## config.mk

```make
export PLATFORM = sky130hd
export DESIGN_NAME = player_input_router_flat
export DESIGN_NICKNAME = d
export VERILOG_FILES = /design/src/rtl/player_input_router_if.sv /design/src/rtl/player_input_router.sv /design/src/flat_wrapper.sv
export SDC_FILE = /design/constraint.sdc
export NUM_CORES = 1
export LEC_CHECK = 0
export ABC_AREA = 1
export CAP_MARGIN = 20
export CORE_ASPECT_RATIO = 0.7
export CORE_MARGIN = 3
export CORE_UTILIZATION = 30
export CTS_BUF_LIST = sky130_fd_sc_hd__clkbuf_8
export CTS_CLUSTER_SIZE = 20
export DETAILED_ROUTE_END_ITERATION = 7
export GPL_TIMING_DRIVEN = 0
export PLACE_DENSITY = 0.43
export SYNTH_ARGS = -nofsm -noshare
export SYNTH_HDL_FRONTEND = slang
export SYNTH_SLANG_ARGS = --single-unit
```

## constraint.sdc

```tcl
create_clock -name clk -period 1.9 [get_ports clk]
set_clock_uncertainty 0.05 [all_clocks]
set_input_delay 0.285 -clock clk [delete_from_list [all_inputs] [get_ports clk]]
set_output_delay 0.285 -clock clk [all_outputs]
set_load 0.005 [all_outputs]
```

## src/rtl/player_input_router_if.sv

```systemverilog
// Player-facing bundle: four raw push-buttons plus menu mode in,
// sticky ready flags, move pulses and the activity strobe out.
interface player_input_router_if;
    logic green_btn;
    logic red_btn;
    logic blue_btn;
    logic yellow_btn;
    logic is_in_menu;

    logic green_ready_to_play;
    logic red_ready_to_play;
    logic blue_ready_to_play;
    logic yellow_ready_to_play;

    logic green_move;
    logic red_move;
    logic blue_move;
    logic yellow_move;

    logic activity;

    modport slave (
        input  green_btn,
        input  red_btn,
        input  blue_btn,
        input  yellow_btn,
        input  is_in_menu,
        output green_ready_to_play,
        output red_ready_to_play,
        output blue_ready_to_play,
        output yellow_ready_to_play,
        output green_move,
        output red_move,
        output blue_move,
        output yellow_move,
        output activity
    );

    modport master (
        output green_btn,
        output red_btn,
        output blue_btn,
        output yellow_btn,
        output is_in_menu,
        input  green_ready_to_play,
        input  red_ready_to_play,
        input  blue_ready_to_play,
        input  yellow_ready_to_play,
        input  green_move,
        input  red_move,
        input  blue_move,
        input  yellow_move,
        input  activity
    );
endinterface

```

## src/rtl/player_input_router.sv

```systemverilog
// Synchronises and debounces the four player buttons and routes each accepted
// press either to a sticky ready flag (menu) or a one-cycle move pulse (race).
module player_input_router #(
    parameter int DEBOUNCE_CLK_COUNT = 500000
) (
    input  logic                  clk,
    input  logic                  reset,
    player_input_router_if.slave  bus
);

    localparam int CNT_W = $clog2(DEBOUNCE_CLK_COUNT + 1);
    localparam logic [CNT_W-1:0] CNT_LAST = CNT_W'(DEBOUNCE_CLK_COUNT - 1);

    // Channel order everywhere: bit 0 green, 1 red, 2 blue, 3 yellow.
    logic [3:0] raw;
    logic [3:0] sync1;
    logic [3:0] sync2;
    logic [3:0] deb;
    logic [3:0] deb_d;
    logic [3:0] press;
    logic [3:0] ready;
    logic [3:0] move;

    assign raw = {bus.yellow_btn, bus.blue_btn, bus.red_btn, bus.green_btn};

    always_ff @(posedge clk) begin
        if (reset) begin
            sync1 <= '0;
            sync2 <= '0;
        end else begin
            sync1 <= raw;
            sync2 <= sync1;
        end
    end

    // A changed level must persist for DEBOUNCE_CLK_COUNT cycles; any return
    // to the accepted level discards the partial count.
    for (genvar i = 0; i < 4; i++) begin : g_chan
        logic [CNT_W-1:0] cnt;
        logic             deb_q;

        always_ff @(posedge clk) begin
            if (reset) begin
                cnt   <= '0;
                deb_q <= 1'b0;
            end else if (sync2[i] == deb_q) begin
                cnt <= '0;
            end else if (cnt == CNT_LAST) begin
                deb_q <= sync2[i];
                cnt   <= '0;
            end else begin
                cnt <= cnt + CNT_W'(1);
            end
        end

        assign deb[i] = deb_q;
    end

    always_ff @(posedge clk) begin
        if (reset) begin
            deb_d <= '0;
            press <= '0;
            ready <= '0;
            move  <= '0;
        end else begin
            deb_d <= deb;
            press <= deb & ~deb_d;
            ready <= ready | (press & {4{bus.is_in_menu}});
            move  <= press & {4{~bus.is_in_menu}};
        end
    end

    assign bus.green_ready_to_play  = ready[0];
    assign bus.red_ready_to_play    = ready[1];
    assign bus.blue_ready_to_play   = ready[2];
    assign bus.yellow_ready_to_play = ready[3];

    assign bus.green_move  = move[0];
    assign bus.red_move    = move[1];
    assign bus.blue_move   = move[2];
    assign bus.yellow_move = move[3];

    assign bus.activity = |press;

endmodule

```

## src/flat_wrapper.sv

```systemverilog
// flat-port wrapper written by rule: the top's interface ports become plain ports
module player_input_router_flat 
#(
    parameter int DEBOUNCE_CLK_COUNT = 500000
)
  (clk, reset, bus_green_btn, bus_red_btn, bus_blue_btn, bus_yellow_btn, bus_is_in_menu, bus_green_ready_to_play, bus_red_ready_to_play, bus_blue_ready_to_play, bus_yellow_ready_to_play, bus_green_move, bus_red_move, bus_blue_move, bus_yellow_move, bus_activity);
  player_input_router_if bus_i ();
  input  logic clk;
  input  logic reset;
  input wire logic [$bits(bus_i.green_btn)-1:0] bus_green_btn;
  input wire logic [$bits(bus_i.red_btn)-1:0] bus_red_btn;
  input wire logic [$bits(bus_i.blue_btn)-1:0] bus_blue_btn;
  input wire logic [$bits(bus_i.yellow_btn)-1:0] bus_yellow_btn;
  input wire logic [$bits(bus_i.is_in_menu)-1:0] bus_is_in_menu;
  output wire logic [$bits(bus_i.green_ready_to_play)-1:0] bus_green_ready_to_play;
  output wire logic [$bits(bus_i.red_ready_to_play)-1:0] bus_red_ready_to_play;
  output wire logic [$bits(bus_i.blue_ready_to_play)-1:0] bus_blue_ready_to_play;
  output wire logic [$bits(bus_i.yellow_ready_to_play)-1:0] bus_yellow_ready_to_play;
  output wire logic [$bits(bus_i.green_move)-1:0] bus_green_move;
  output wire logic [$bits(bus_i.red_move)-1:0] bus_red_move;
  output wire logic [$bits(bus_i.blue_move)-1:0] bus_blue_move;
  output wire logic [$bits(bus_i.yellow_move)-1:0] bus_yellow_move;
  output wire logic [$bits(bus_i.activity)-1:0] bus_activity;
  assign bus_i.green_btn = bus_green_btn;
  assign bus_i.red_btn = bus_red_btn;
  assign bus_i.blue_btn = bus_blue_btn;
  assign bus_i.yellow_btn = bus_yellow_btn;
  assign bus_i.is_in_menu = bus_is_in_menu;
  assign bus_green_ready_to_play = bus_i.green_ready_to_play;
  assign bus_red_ready_to_play = bus_i.red_ready_to_play;
  assign bus_blue_ready_to_play = bus_i.blue_ready_to_play;
  assign bus_yellow_ready_to_play = bus_i.yellow_ready_to_play;
  assign bus_green_move = bus_i.green_move;
  assign bus_red_move = bus_i.red_move;
  assign bus_blue_move = bus_i.blue_move;
  assign bus_yellow_move = bus_i.yellow_move;
  assign bus_activity = bus_i.activity;
  player_input_router #(.DEBOUNCE_CLK_COUNT(DEBOUNCE_CLK_COUNT)) u_core (.clk(clk), .reset(reset), .bus(bus_i));
endmodule
```

* After elaboration in Yosys (flattened, before gate mapping)
Index checks and enable logic that the tools add are counted.
** Cells by class
- Div/mod/pow operators :: 0
- $mul :: 0
- Add/subtract/negate cells :: 4
- $lt $le $gt $ge :: 0
- Equality and inequality tests :: 8
- Bitwise gates (word level) :: 10
- Multiplexer cells :: 0
- Reductions and logical operators :: 9
- Shifts and indexed selects :: 0
** Operator list (count)
- $add 19x1->19 const B :: 4
- $eq 19x19->1 const B :: 4
- $and 4x4->4 :: 3
- $reduce_or 3->1 :: 4
- $reduce_and 2->1 :: 4
- $not 1->1 :: 5
- $eq 1x1->1 :: 4
- $not 4->4 :: 1
- $or 4x4->4 :: 1
- $reduce_or 4->1 :: 1
** Storage, ports and cells
- Input bits :: 7
- ROM bits :: 0
- Bits in latches :: 0
- Logic and storage cells :: 45
- Memory bits (writable) :: 0
- Output and inout port bits :: 9
- Bits in registers :: 104
- Memories :: 0

* Logic depth before layout (Yosys ltp)
Gate-level depths: netlist of the first run.
- Depth in word-level cells :: 3
- Depth in mapped cells :: 9

* Least setup slack after synthesis of the first run
No wires, ideal clock.
- Kind :: register to register
- Start :: reg u_core.g_chan[0].cnt[0]
- End :: reg u_core.g_chan[0].cnt[9]
- Arrival time :: 1326 ps
- Setup time :: 115 ps
- Slack :: 409 ps
- Stages on the path, launching flop included :: 10
- Clock period less this slack :: 1491 ps
- Required time :: 1735 ps
- Cells stage by stage :: dfxtp_1 ha_1 nand2_2 nor2_4 nand3_1 nor2_1 nand2_1 nand2_4 buf_12 nor2_1
** On the way
- Cells in the longest elaborated chain, start to end :: 2
- Elaborated cells on any way between the ends :: 3
** Ends and longest elaborated chain
- from (decl) :: line player_input_router.sv:39 : logic [CNT_W-1:0] cnt;
- from (signal assigned) :: line player_input_router.sv:52 : cnt <= cnt + CNT_W'(1);
- branches (longest 2 deep; another with $add 19x1->19)
Parallel ways; which one is timed is not known.
A chain may end at the register's enable or synchronous reset.

* Worst setup path after layout of the first run
- Start :: reg u_core.press[1]
- End :: out bus_activity
** On the way
- Cells in the longest elaborated chain, start to end :: 1
** Ends and longest elaborated chain
- from (decl) :: line player_input_router.sv:20 : logic [3:0] press;
- from (signal assigned) :: line player_input_router.sv:67 : press <= deb & ~deb_d;
- $reduce_or 4->1 :: line player_input_router.sv:83 : assign bus.activity = |press;
- to (decl) :: line flat_wrapper.sv:23 : output wire logic [$bits(bus_i.activity)-1:0] bus_activity;
Every way passes these cells.

==> summary.txt, run 1 <==
Worst Setup End Kind: output port
Critical-path top delay cell: clkdlybuf4s50_1
Largest net degree at the start of global routing: 15
Port buffer count: 14
Post-synth top area cell: dfxtp_1
CTS hold repair buffers: 0
Syn Nets: 749
Crit path launch type: register
CTS buffer count: 9
Final instance area: 5580 um^2
Total Wirelength: 11000 um
Area contributors post-synth: dfxtp_1 42%, nand2_1 13%, nor2_1 13%, inv_1 7.0%, nand3_1 4.6%
Async set-reset flop share out of synthesis: 0%
Core Region: 15900 um^2
Inserted Diodes: 0
Post-synth EDFFs: 0
Max-Cap Viols: 0
Synth Register Bits: 104
Min-Delay Path Class: reg2reg
Fin Setup TNS: 0 ps
Hold Crit Start: u_core.deb_d[1]
Most frequent cell after synthesis: nand2_1
Avg WL per Cell: 11.1 um
Die span in x: 160 um
Vias per std cell: 4.36
Nets@finish: 775
Hold Fails Final Rpt: 0
TritonCTS clock tree: yes
Clk sinks: 104
Critical path required time: 1560 ps
Final global-route overflow total: 0
Register area share after synthesis: 41.6%
Critical-path cell list: inv_1, nand4_1, clkdlybuf4s50_1
DR vias: 4299
P per Cell Area: 622 nW/um^2
Crit path DAT: 1420 ps
Worst reg2reg setup slack: 200 ps
Max-slew violations: 0
Top-area cell type share of the netlist area: 41.6%
Max Fclk: 0.571 GHz
Initial core utilization: 31.4%
Worst Hold Depth: 1
Remaining antenna violation count after routing: 0
RSZ-0062 raised after global routing: no
Share of layout cells above drive strength 1: 6.67%
FF-to-FF End: u_core.g_chan[1].cnt[11]
Reg clk slew, reported paths: 90 ps
Reg-to-reg startpoint: u_core.g_chan[1].cnt[0]
Commonest register cell after synthesis: dfxtp_1
Top cells by count, synth: 177 x nand2_1, 175 x nor2_1, 104 x dfxtp_1
Final setup violation count: 0
Initial antenna violation count: 0
Clk buf depth: 2
I/O Pins: 16
First-pass GRT wire length: 19100 um
VDD IR max: 0.000249 V
Status: finished, final reports clean
Cell count after synthesis: 738
Vias in the first global route: 3930
Pleak: 1.76 nW
CP max FO: 2
DP Wirelength: 8340 um
Tmin final: 1750 ps
Syn avg cell area: 6.78 um^2
Post-synth cell types: 25
Clk root buf: clkbuf_8
Slew HR: 67.8%
Kind of critical path: reg2out
Clock latency on the worst-skew pair: 380 ps
Fin crit share: 92.1%
Post-Syn Area: 5000 um^2
GRT Resource Usage Total: 13.0%
Die height: 114 um
Crit-path max cell delay: 520 ps
Filler cell count: 1758
DRT Pass-1 Iters: 5
CP delay by family, top: buffers and inverters
Buf+Inv Stages, Crit Path: 2
Worst Hold Path EP: u_core.press[1]
Residual DRC: 0
Die Footprint: 18300 um^2
Worst reg2reg path depth: 7
Synthesis warning total: 0
Starting DRC count in detailed routing: 275
Total power draw: 3.47 mW
Area Overhead vs Synth: 11.5%
FP Rows: 38
# H-tree levels: 3
Worst Tran Pin Value: 483 ps
GPL Wtd Cong: 0.865
Area after DPL: 5420 um^2
==> state kept, by name, indices dropped and copies added (netlist names) <==
register,cells
u_core.sync2,4
u_core.g_chan.cnt,76
u_core.deb_d,4
u_core.ready,4
u_core.sync1,4
u_core.move,4
u_core.press,4
u_core.g_chan.deb_q,4
==> cell type report <==
cell class	count	area (um^2)	share of cell area, %
Timing Repair Buffer	15	148	2.65
Clock buffer	10	138	2.47
Inverter	93	349	6.26
Multi-Input combinational cell	534	2500	44.9
Buffer	7	70.1	1.26
Tap cell	220	275	4.93
Clock inverter	2	10.0	0.179
Sequential cell	104	2080	37.3
==> layer usage <==
layer  routed length, um  share of wire [%]  GRT usage, %
met1                6170                 56          19.7
met2                4010                 37          17.8
met3                 641                5.9          3.59
met4                 124                1.1          3.47
met5                   0                  0             0
==> stage by stage <==
stage               hold WS, ps  worst slack [ps]  utilization (%)  cells
global placement            329               128             34.0    972
finish                      341               150             35.0    985
floorplan                   323               409                -    738
global route                357              15.4             35.0    985
CTS                         342               109             34.9    984
detailed placement          329               141             34.0    972
==> cells by family (layout without fill, tap and decap cells) <==
family | after synthesis | in the layout | synth area share [%]
flip-flops | 104 | 104 | 41.6
AND/OR/NAND/NOR | 457 | 457 | 38.8
buffers and inverters | 100 | 127 | 8.38
adder cells (fa/ha/maj) | 4 | 4 | 1.00
AO/OA/AOI/OAI | 38 | 38 | 4.08
XOR/XNOR | 35 | 35 | 6.13
==> cell usage in the layout (no fill, tap or decap), drive strengths merged, types with 13 or more instances in the layout <==
cell type | netlist | final
dfxtp | 104 | 104
a21oi | 27 | 27
xor2 | 23 | 23
clkdlybuf4s50 | 0 | 14
nand2 | 183 | 183
nor2 | 194 | 194
nand3 | 48 | 48
clkbuf | 3 | 13
inv | 93 | 93
nand4 | 13 | 13
==> repair_timing <==
action | in CTS | in global routing
buffers inserted | 0 | 1
setup endpoints to repair | 0 | 28
endpoints found under the hold margin | 0 | 0
resized for setup | 0 | 2
==> worst max-delay path by stage <==
stage / start / cells after the start / end
after floorplan: u_core.g_chan[0].cnt[0] / 9 / u_core.g_chan[0].cnt[9]
after global placement: u_core.g_chan[3].cnt[0] / 7 / u_core.g_chan[3].cnt[14]
after detailed placement: u_core.g_chan[3].cnt[0] / 7 / u_core.g_chan[3].cnt[12]
after CTS: u_core.press[1] / 3 / bus_activity
after global routing: u_core.g_chan[0].cnt[0] / 9 / u_core.g_chan[0].cnt[5]
final: u_core.press[1] / 3 / bus_activity
==> where the power goes <==
| part | internal [mW] | switching (mW) |
|---|---|---|
| Clock | 0.480 | 0.722 |
| Combinational | 0.0295 | 0.0441 |
| Sequential | 2.19 | 0.00603 |
| Total | 2.70 | 0.772 |
Note: power is estimated with default switching activity, not from simulation.
==> run 2, diff against run 1 <==
--- a/config.mk
+++ b/config.mk
@@ -6,7 +6,7 @@
 export NUM_CORES = 1
 export LEC_CHECK = 0
 export ABC_AREA = 1
-export CAP_MARGIN = 20
+export CAP_MARGIN = 10
 export CORE_ASPECT_RATIO = 0.7
 export CORE_MARGIN = 3
 export CORE_UTILIZATION = 30
==> results of run 2 <==
Same layout as run 1: the final DEF is identical, and so are final timing and power.
